--- src/rtl/regression_evaluator_if.sv ---
// Sample-memory read port and prediction stream shared by the regression evaluator
// and its neighbours (sample memory upstream, prediction consumer downstream).
interface regression_evaluator_if #(
    parameter int W  = 20,
    parameter int AW = 8
);
    logic [AW-1:0] mem_addr;
    logic [W-1:0]  mem_X;
    logic [W-1:0]  mem_Y;
    logic          pred_valid;
    logic          pred_ready;
    logic [W-1:0]  pred_y;
    logic [W-1:0]  pred_err;

    modport master (
        output mem_addr,
        input  mem_X,
        input  mem_Y,
        output pred_valid,
        input  pred_ready,
        output pred_y,
        output pred_err
    );

    modport slave (
        input  mem_addr,
        output mem_X,
        output mem_Y,
        input  pred_valid,
        output pred_ready,
        input  pred_y,
        input  pred_err
    );
endinterface

--- src/rtl/regression_evaluator.sv ---
// Re-reads the X/Y dataset with captured coefficients B0/B1, streams y_hat and the
// residual per sample, and accumulates a saturating sum of squared residuals.
module regression_evaluator #(
    parameter int N    = 150,
    parameter int W    = 20,
    parameter int AW   = 8,
    parameter int SSEW = 40
) (
    input  logic                   clk,
    input  logic                   rst,
    input  logic                   i_start,
    input  logic [W-1:0]           i_b0,
    input  logic [W-1:0]           i_b1,
    regression_evaluator_if.master bus,
    output logic [SSEW-1:0]        o_sse,
    output logic                   o_busy,
    output logic                   o_done
);
    localparam int PW   = 2 * W;
    localparam int SUMW = ((SSEW > PW) ? SSEW : PW) + 1;
    localparam logic [SUMW-1:0] SSE_MAX  = {{(SUMW - SSEW){1'b0}}, {SSEW{1'b1}}};
    localparam logic [AW-1:0]   LAST_IDX = AW'(N - 1);

    typedef enum logic [2:0] {
        IDLE,
        FETCH,
        COMPUTE,
        PRESENT,
        DONE
    } state_t;

    state_t          r_state;
    state_t          w_next;
    logic [AW-1:0]   r_idx;
    logic [W-1:0]    r_b0;
    logic [W-1:0]    r_b1;
    logic [W-1:0]    r_predY;
    logic [W-1:0]    r_predErr;
    logic            r_predValid;
    logic [SSEW-1:0] r_sse;

    logic [W-1:0]    w_prodLo;
    logic [W-1:0]    w_predY;
    logic [W-1:0]    w_err;
    logic [W-1:0]    w_mag;
    logic [PW-1:0]   w_sq;
    logic [SUMW-1:0] w_sum;
    logic [SSEW-1:0] w_sseNext;
    logic            w_accept;

    assign w_accept = r_predValid & bus.pred_ready;

    // Squaring the magnitude of the signed residual gives the same result as a signed
    // square, and keeps the most negative value (magnitude 2^(W-1)) exact.
    always_comb begin
        w_prodLo  = r_b1 * bus.mem_X;
        w_predY   = r_b0 + w_prodLo;
        w_err     = bus.mem_Y - w_predY;
        w_mag     = w_err[W-1] ? (~w_err + W'(1)) : w_err;
        w_sq      = PW'(w_mag) * PW'(w_mag);
        w_sum     = SUMW'(r_sse) + SUMW'(w_sq);
        w_sseNext = (w_sum > SSE_MAX) ? SSE_MAX[SSEW-1:0] : w_sum[SSEW-1:0];
    end

    always_ff @(posedge clk) begin
        if (rst) begin
            r_state <= IDLE;
        end else begin
            r_state <= w_next;
        end
    end

    always_comb begin
        w_next = r_state;
        case (r_state)
            IDLE:    if (i_start) w_next = FETCH;
            FETCH:   w_next = COMPUTE;
            COMPUTE: w_next = PRESENT;
            PRESENT: if (w_accept) w_next = (r_idx == LAST_IDX) ? DONE : FETCH;
            DONE:    w_next = IDLE;
            default: w_next = IDLE;
        endcase
    end

    // The last index is left in place after the final handshake; the next start clears it.
    always_ff @(posedge clk) begin
        if (rst) begin
            r_idx       <= '0;
            r_b0        <= '0;
            r_b1        <= '0;
            r_predY     <= '0;
            r_predErr   <= '0;
            r_predValid <= 1'b0;
            r_sse       <= '0;
        end else begin
            case (r_state)
                IDLE: begin
                    if (i_start) begin
                        r_b0  <= i_b0;
                        r_b1  <= i_b1;
                        r_idx <= '0;
                        r_sse <= '0;
                    end
                end
                COMPUTE: begin
                    r_predY     <= w_predY;
                    r_predErr   <= w_err;
                    r_sse       <= w_sseNext;
                    r_predValid <= 1'b1;
                end
                PRESENT: begin
                    if (w_accept) begin
                        r_predValid <= 1'b0;
                        if (r_idx != LAST_IDX) r_idx <= r_idx + AW'(1);
                    end
                end
                default: ;
            endcase
        end
    end

    assign bus.mem_addr   = r_idx;
    assign bus.pred_valid = r_predValid;
    assign bus.pred_y     = r_predY;
    assign bus.pred_err   = r_predErr;
    assign o_sse          = r_sse;
    assign o_busy         = (r_state != IDLE);
    assign o_done         = (r_state == DONE);
endmodule

--- src/flat_wrapper.sv ---
// flat-port wrapper written by rule: the top's interface ports become plain ports
module regression_evaluator_flat 
#(
    parameter int N    = 150,
    parameter int W    = 20,
    parameter int AW   = 8,
    parameter int SSEW = 40
)
  (clk, rst, i_start, i_b0, i_b1, o_sse, o_busy, o_done, bus_mem_addr, bus_mem_X, bus_mem_Y, bus_pred_valid, bus_pred_ready, bus_pred_y, bus_pred_err);
  regression_evaluator_if #(.W(W), .AW(AW)) bus_i ();
  input  logic clk;
  input  logic rst;
  input  logic i_start;
  input  logic [W-1:0] i_b0;
  input  logic [W-1:0] i_b1;
  output logic [SSEW-1:0] o_sse;
  output logic o_busy;
  output logic o_done;
  output wire logic [$bits(bus_i.mem_addr)-1:0] bus_mem_addr;
  input wire logic [$bits(bus_i.mem_X)-1:0] bus_mem_X;
  input wire logic [$bits(bus_i.mem_Y)-1:0] bus_mem_Y;
  output wire logic [$bits(bus_i.pred_valid)-1:0] bus_pred_valid;
  input wire logic [$bits(bus_i.pred_ready)-1:0] bus_pred_ready;
  output wire logic [$bits(bus_i.pred_y)-1:0] bus_pred_y;
  output wire logic [$bits(bus_i.pred_err)-1:0] bus_pred_err;
  assign bus_mem_addr = bus_i.mem_addr;
  assign bus_i.mem_X = bus_mem_X;
  assign bus_i.mem_Y = bus_mem_Y;
  assign bus_pred_valid = bus_i.pred_valid;
  assign bus_i.pred_ready = bus_pred_ready;
  assign bus_pred_y = bus_i.pred_y;
  assign bus_pred_err = bus_i.pred_err;
  regression_evaluator #(.N(N), .W(W), .AW(AW), .SSEW(SSEW)) u_core (.clk(clk), .rst(rst), .i_start(i_start), .i_b0(i_b0), .i_b1(i_b1), .bus(bus_i), .o_sse(o_sse), .o_busy(o_busy), .o_done(o_done));
endmodule
--- config.mk ---
export PLATFORM = sky130hd
export DESIGN_NAME = regression_evaluator_flat
export DESIGN_NICKNAME = d
export VERILOG_FILES = /design/src/rtl/regression_evaluator_if.sv /design/src/rtl/regression_evaluator.sv /design/src/flat_wrapper.sv
export SDC_FILE = /design/constraint.sdc
export NUM_CORES = 2
export LEC_CHECK = 0
export BUFFER_PORTS_ARGS = -buffer_cell sky130_fd_sc_hd__buf_4
export CAP_MARGIN = 0
export CORE_ASPECT_RATIO = 1.5
export CORE_MARGIN = 2
export CORE_UTILIZATION = 30
export DETAILED_ROUTE_END_ITERATION = 10
export GPL_TIMING_DRIVEN = 0
export HOLD_SLACK_MARGIN = 0.08
export REMOVE_ABC_BUFFERS = 1
export SLEW_MARGIN = 20
export SYNTH_ARGS = -nofsm -noshare
export SYNTH_HDL_FRONTEND = slang
export SYNTH_SLANG_ARGS = --single-unit
--- constraint.sdc ---
create_clock -name clk -period 20.4 [get_ports clk]
set_input_delay 1.02 -clock clk [delete_from_list [all_inputs] [get_ports clk]]
set_output_delay 1.02 -clock clk [all_outputs]
set_load 0.02 [all_outputs]
# After elaboration in Yosys (flattened, before gate mapping)
# Cells that the tools add are included.
[totals] in_bits=84 register_bits=132 elab_cells=51 output_inout_bits=91
[classes] bitwise_logic=2 reduce_logical=10 n_eq_ne=9 n_addsub=5 n_lt_le_gt_ge=1 multipliers=2 n_mux=14
[op_table] operator="40-bit two-way mux" n=2
[op_table] operator="40-bit case mux with 2 select lines" n=1
[op_table] operator="40-bit by 40-bit adder with 41-bit output" n=1
[op_table] operator="41-bit by 40-bit greater-than comparator with 1-bit output (second input constant)" n=1
[op_table] operator="20-bit by 20-bit multiplier with 40-bit output" n=1
[op_table] operator="8-bit two-way mux" n=3
[op_table] operator="20-bit by 1-bit adder with 20-bit output (second input constant)" n=1
[op_table] operator="20-bit adder" n=1
[op_table] operator="20-bit by 20-bit multiplier with 20-bit output" n=1
[op_table] operator="20-bit two-way mux" n=1
[op_table] operator="20-bit inverter" n=1
[op_table] operator="20-bit subtractor" n=1
[op_table] operator="8-bit case mux with 2 select lines" n=1
[op_table] operator="3-bit case mux with 4 select lines" n=1
[op_table] operator="3-bit two-way mux" n=3
[op_table] operator="8-bit by 1-bit adder with 8-bit output (second input constant)" n=1
[op_table] operator="8-bit equality test (second input constant)" n=1
[op_table] operator="8-bit inequality test (second input constant)" n=1
[op_table] operator="2-bit AND reduction" n=4
[op_table] operator="3-bit by 2-bit equality test with 1-bit output (second input constant)" n=2
[op_table] operator="2-bit nonzero test" n=3
[op_table] operator="2-bit by 1-bit inequality test with 1-bit output (second input constant)" n=2
[op_table] operator="4-bit AND reduction" n=1
[op_table] operator="3-bit by 1-bit equality test with 1-bit output (second input constant)" n=1
[op_table] operator="7 further kinds" n=7

# Logic depth before layout (Yosys ltp)
[depth] depth_word=11 mapped_depth=68 mapped_depth_nobuf=62

# Worst setup path after synthesis
# Ideal clock, no wire load.
[synth_timing] path_kind="input-to-reg" from="input bus_mem_X[2]" to="register u_core.r_sse[30], in the netlist u_core.o_sse[30]" t_required_ns=20.243 path_stages=61 arrival_ns=15.587 setup_time_ns=0.157 n_path_buf=5 path_slack_ns=4.656 path_cell_list="clkbuf_1 -> and2_1 -> fa_1 -> fa_1 -> inv_1 -> fa_1 -> inv_1 -> fa_1 -> inv_1 -> fa_1 -> inv_1 -> fa_1 -> fa_1 -> ha_1 -> or3_1 -> o221a_1 -> o21ai_0 -> o21bai_1 -> (+25 left out) -> inv_1 -> ha_1 -> clkbuf_1 -> o21a_1 -> o21a_1 -> o21ai_0 -> nand2_1 -> and4_1 -> a21boi_0 -> o21ai_0 -> a311oi_1 -> nor2b_1 -> o21a_1 -> o21ai_0 -> a21oi_1 -> xnor2_2 -> buf_6 -> a311oi_2"
[synth_between] elab_chain_len=11
[synth_rtl] item="start, declared" line="flat_wrapper.sv:20" rtl="input wire logic [$bits(bus_i.mem_X)-1:0] bus_mem_X;"
[synth_rtl] item="20-bit by 20-bit multiplier with 20-bit output (*)" line="regression_evaluator.sv:56" rtl="w_prodLo = r_b1 * bus.mem_X;"
[synth_rtl] item="20-bit adder (*)" line="regression_evaluator.sv:57" rtl="w_predY = r_b0 + w_prodLo;"
[synth_rtl] item="20-bit subtractor (*)" line="regression_evaluator.sv:58" rtl="w_err = bus.mem_Y - w_predY;"
[synth_rtl] item="20-bit inverter" line="regression_evaluator.sv:59" rtl="w_mag = w_err[W-1] ? (~w_err + W'(1)) : w_err;"
[synth_rtl] item="20-bit by 1-bit adder with 20-bit output" line="regression_evaluator.sv:59"
[synth_rtl] item="20-bit two-way mux (*)" line="regression_evaluator.sv:59"
[synth_rtl] item="20-bit by 20-bit multiplier with 40-bit output (*)" line="regression_evaluator.sv:60" rtl="w_sq = PW'(w_mag) * PW'(w_mag);"
[synth_rtl] item="40-bit by 40-bit adder with 41-bit output (*)" line="regression_evaluator.sv:61" rtl="w_sum = SUMW'(r_sse) + SUMW'(w_sq);"
[synth_rtl] item="41-bit by 40-bit greater-than comparator with 1-bit output" line="regression_evaluator.sv:62" rtl="w_sseNext = (w_sum > SSE_MAX) ? SSE_MAX[SSEW-1:0] : w_sum[SSEW-1:0];"
[synth_rtl] item="40-bit two-way mux (*)" line="regression_evaluator.sv:62"
[synth_rtl] item="40-bit case mux with 2 select lines (*)" line="regression_evaluator.sv:96" rtl="case (r_state)"
[synth_rtl] item="end signal, assigned" line="regression_evaluator.sv:108" rtl="r_sse <= w_sseNext;"
[synth_rtl] item="end, declared" line="regression_evaluator.sv:40" rtl="logic [SSEW-1:0] r_sse;"
# Every way passes the cells marked *; elsewhere a longest branch is shown, timed or not.
# A chain may end at the register's enable or synchronous reset.

# Worst setup path after layout
[layout_timing] from="register u_core.r_b1[8]" to="register u_core.r_sse[0], in the netlist u_core.o_sse[0]"
[layout_between] elab_chain_len=11
[layout_rtl] item="start, declared" line="regression_evaluator.sv:36" rtl="logic [W-1:0] r_b1;"
[layout_rtl] item="start signal, assigned" line="regression_evaluator.sv:100" rtl="r_b1 <= i_b1;"
[layout_rtl] item="20-bit by 20-bit multiplier with 20-bit output (*)" line="regression_evaluator.sv:56"
[layout_rtl] item="20-bit adder (*)" line="regression_evaluator.sv:57"
[layout_rtl] item="20-bit subtractor (*)" line="regression_evaluator.sv:58"
[layout_rtl] item="20-bit inverter" line="regression_evaluator.sv:59"
[layout_rtl] item="20-bit by 1-bit adder with 20-bit output" line="regression_evaluator.sv:59"
[layout_rtl] item="20-bit two-way mux (*)" line="regression_evaluator.sv:59"
[layout_rtl] item="20-bit by 20-bit multiplier with 40-bit output (*)" line="regression_evaluator.sv:60"
[layout_rtl] item="40-bit by 40-bit adder with 41-bit output (*)" line="regression_evaluator.sv:61"
[layout_rtl] item="41-bit by 40-bit greater-than comparator with 1-bit output" line="regression_evaluator.sv:62"
[layout_rtl] item="40-bit two-way mux (*)" line="regression_evaluator.sv:62"
[layout_rtl] item="40-bit case mux with 2 select lines (*)" line="regression_evaluator.sv:96"
# Marked as above.

==> impl_metrics.json <==
{
  "drc": 0,
  "wl_per_cell_um": 17.3,
  "cp.required_ns": 20.78,
  "viasPerCell": 4.69,
  "finClkSkew_ns": 0.0202,
  "crit_top_cell": "fa_1",
  "routabilityCongestion": 0.846,
  "synth.top_cell.area_share": 0.373,
  "cts_buffers": 17,
  "maxCapViolCount": 0,
  "drt_iter0_markers": 808,
  "grt_usage": 0.169,
  "antenna_left": 0,
  "grt_max_degree": 92,
  "cts-root-buf": "clkbuf_16",
  "synth.distinct_cells": 87,
  "cts_hold_buf": 0,
  "synth_top_cell_by_area": "fa_1",
  "grt_antenna_before_repair": 3,
  "report.final.slew_viol_count": 0,
  "first_global_vias": 20701,
  "die_h_um": 361,
  "ys_top_cells_by_count": "610 x inv_1, 476 x fa_1, 326 x nand2_1",
  "crit_path_end_kind": "flip-flop",
  "htreeDepth": 4,
  "synth_edf_count": 0,
  "ys_warn_count": 0,
  "start_util": 0.302,
  "worst_slew_pin_slew_ns": 1.20,
  "cts_resized": 0,
  "nets": 3781,
  "dp_hpwl_mm": 59.2,
  "ys_seq_elements": 132,
  "dpl_cell_area_um2": 28300,
  "clock_latency_ns": 0.53,
  "cts.clk_slew.worst_paths_ns": 0.07,
  "synthFlopType": "dfxtp_1",
  "hp-class": "reg2reg",
  "cpMaxStageDelayCell": "a21boi_0",
  "yosys-top-cells-area": "fa_1 37%, ha_1 11%, dfxtp_1 10%",
  "drtPass1Iterations": 5,
  "setup_violations": 0,
  "fmax_mhz": 52.8,
  "design.core.area_um2": 84700,
  "die_w_um": 242,
  "critPathMaxFanout": 17,
  "finalCritPeriodShare": 0.929,
  "final_hold_viol_count": 0,
  "clkSinkCount": 132,
  "synth_seq_area_share": 0.103,
  "tritoncts": "yes",
  "crit_path_max_incr_delay_ns": 0.84,
  "synth.cell_area_um2": 25600,
  "routed_wl_mm": 71.4,
  "area_growth_pct": 12.9,
  "core.rowCount": 131,
  "status": "finished clean",
  "criticalPathCategory": "reg2reg",
  "async_reset_ff_frac": 0,
  "whs_path_depth": 2,
  "relSlewSlack": 0.199,
  "clockBufferDepth": 2,
  "vias": 19370,
  "syn_inst": 2880,
  "rsz0062_at_grt": "no",
  "drive_gt1_frac": 0.104,
  "final_area_um2": 28900,
  "start_kind": "flip-flop",
  "avgSynthCellArea_um2": 8.87,
  "rr_worst_depth": 59,
  "die_area_um2": 87600,
  "period_minus_slack_ns": 18.95,
  "grt_pass1_wl_mm": 113,
  "synth.most_common_cell": "inv_1",
  "cp.arrival_ns": 19.33,
  "postCtsSetupBuffers": 0,
  "grt_overflow": 0,
  "ioPinCount": 175,
  "io_buffers": 174
}
## registers in the layout (all words and copies together), names as in the netlist
| name | count |
|---|---|
| u_core.bus.mem_addr | 8 |
| u_core.o_sse | 40 |
| u_core.r_b0 | 20 |
| u_core.bus.pred_valid | 1 |
| u_core.r_b1 | 20 |
| u_core.bus.pred_err | 20 |
| u_core.bus.pred_y | 20 |
| u_core.r_state | 3 |
## cell type report
cell class              instances  area (µm²)
repair buffers                188        1570
inverters                     617        2320
well taps                    1130        1410
fillers                      8775       55900
diodes                          1        2.50
clock inverters                12         131
clock buffers                  19         443
flip-flops and latches        132        2640
multi-input cells            2033       20300
## cells in the final DEF, fill, tap and decap left out, types with 10 or more instances in the layout
master,n
inv_1,610
fa_1,476
nand2_1,324
ha_1,232
nor2_1,197
buf_4,173
a21oi_1,167
dfxtp_1,132
and2_1,113
xnor2_1,67
xor2_1,49
o21ai_0,42
a311oi_2,40
nand2b_1,38
a21o_1,20
nor3_1,20
a211oi_1,18
clkbuf_16,17
nor2b_1,14
o21a_1,14
or3_1,14
conb_1,14
nor4_1,13
nand3_1,12
or2_2,10
## cell families (layout without fill, tap and decap cells)
| kind of cell | count (synthesis) | after routing | share of synthesized area |
|---|---|---|---|
| flops | 132 | 132 | 0.103 |
| buf+inv | 727 | 836 | 0.109 |
| simple gates | 797 | 797 | 0.145 |
| compound gates | 374 | 374 | 0.105 |
| fa+ha+maj | 710 | 710 | 0.487 |
| mux | 5 | 5 | 0.00211 |
| xor+xnor | 133 | 133 | 0.0481 |
| other cells | 2 | 15 | 0.000294 |
## path summary, 6_finish.rpt
path                   start              end  slack, ns
max           u_core.r_b1[8]  u_core.o_sse[0]       1.45
min          u_core.r_b0[13]  u_core.r_b0[13]       0.46
max reg2reg   u_core.r_b1[8]  u_core.o_sse[0]       1.45
min reg2reg  u_core.r_b0[13]  u_core.r_b0[13]       0.46
## stage by stage
step | util | TNS, ns | worst slack, ns | hold WS [ns] | instances
final | 0.341 | 0 | 1.45 | 0.456 | 4132
after global routing | 0.340 | 0 | 0.599 | 0.478 | 4131
after CTS | 0.340 | 0 | 1.13 | 0.459 | 4131
after detailed placement | 0.334 | 0 | 0.682 | 0.449 | 4100
after global placement | 0.329 | -100.45 | -2.55 | 0.444 | 4086
after floorplan | - | 0 | 2.69 | 0.430 | 2782
## worst max-delay path, delay by kind of cell (launching register included)
kind / cells / cell delay (ns)
flops: 1 / 0.73
xor+xnor: 4 / 1.99
simple gates: 5 / 1.30
fa+ha+maj: 17 / 7.87
compound gates: 19 / 4.82
buf+inv: 14 / 2.02
## layer usage
layer / vias up / track usage / routed length [µm]
li1: 9089 / - / -
met1: 9784 / 0.198 / 29000
met2: 396 / 0.307 / 37500
met3: 95 / 0.0246 / 2670
met4: 6 / 0.0697 / 2220
met5: - / 0 / 35
Power is not shown: default switching activity piles up to over one toggle a cycle in this logic, so the estimate is an artifact.
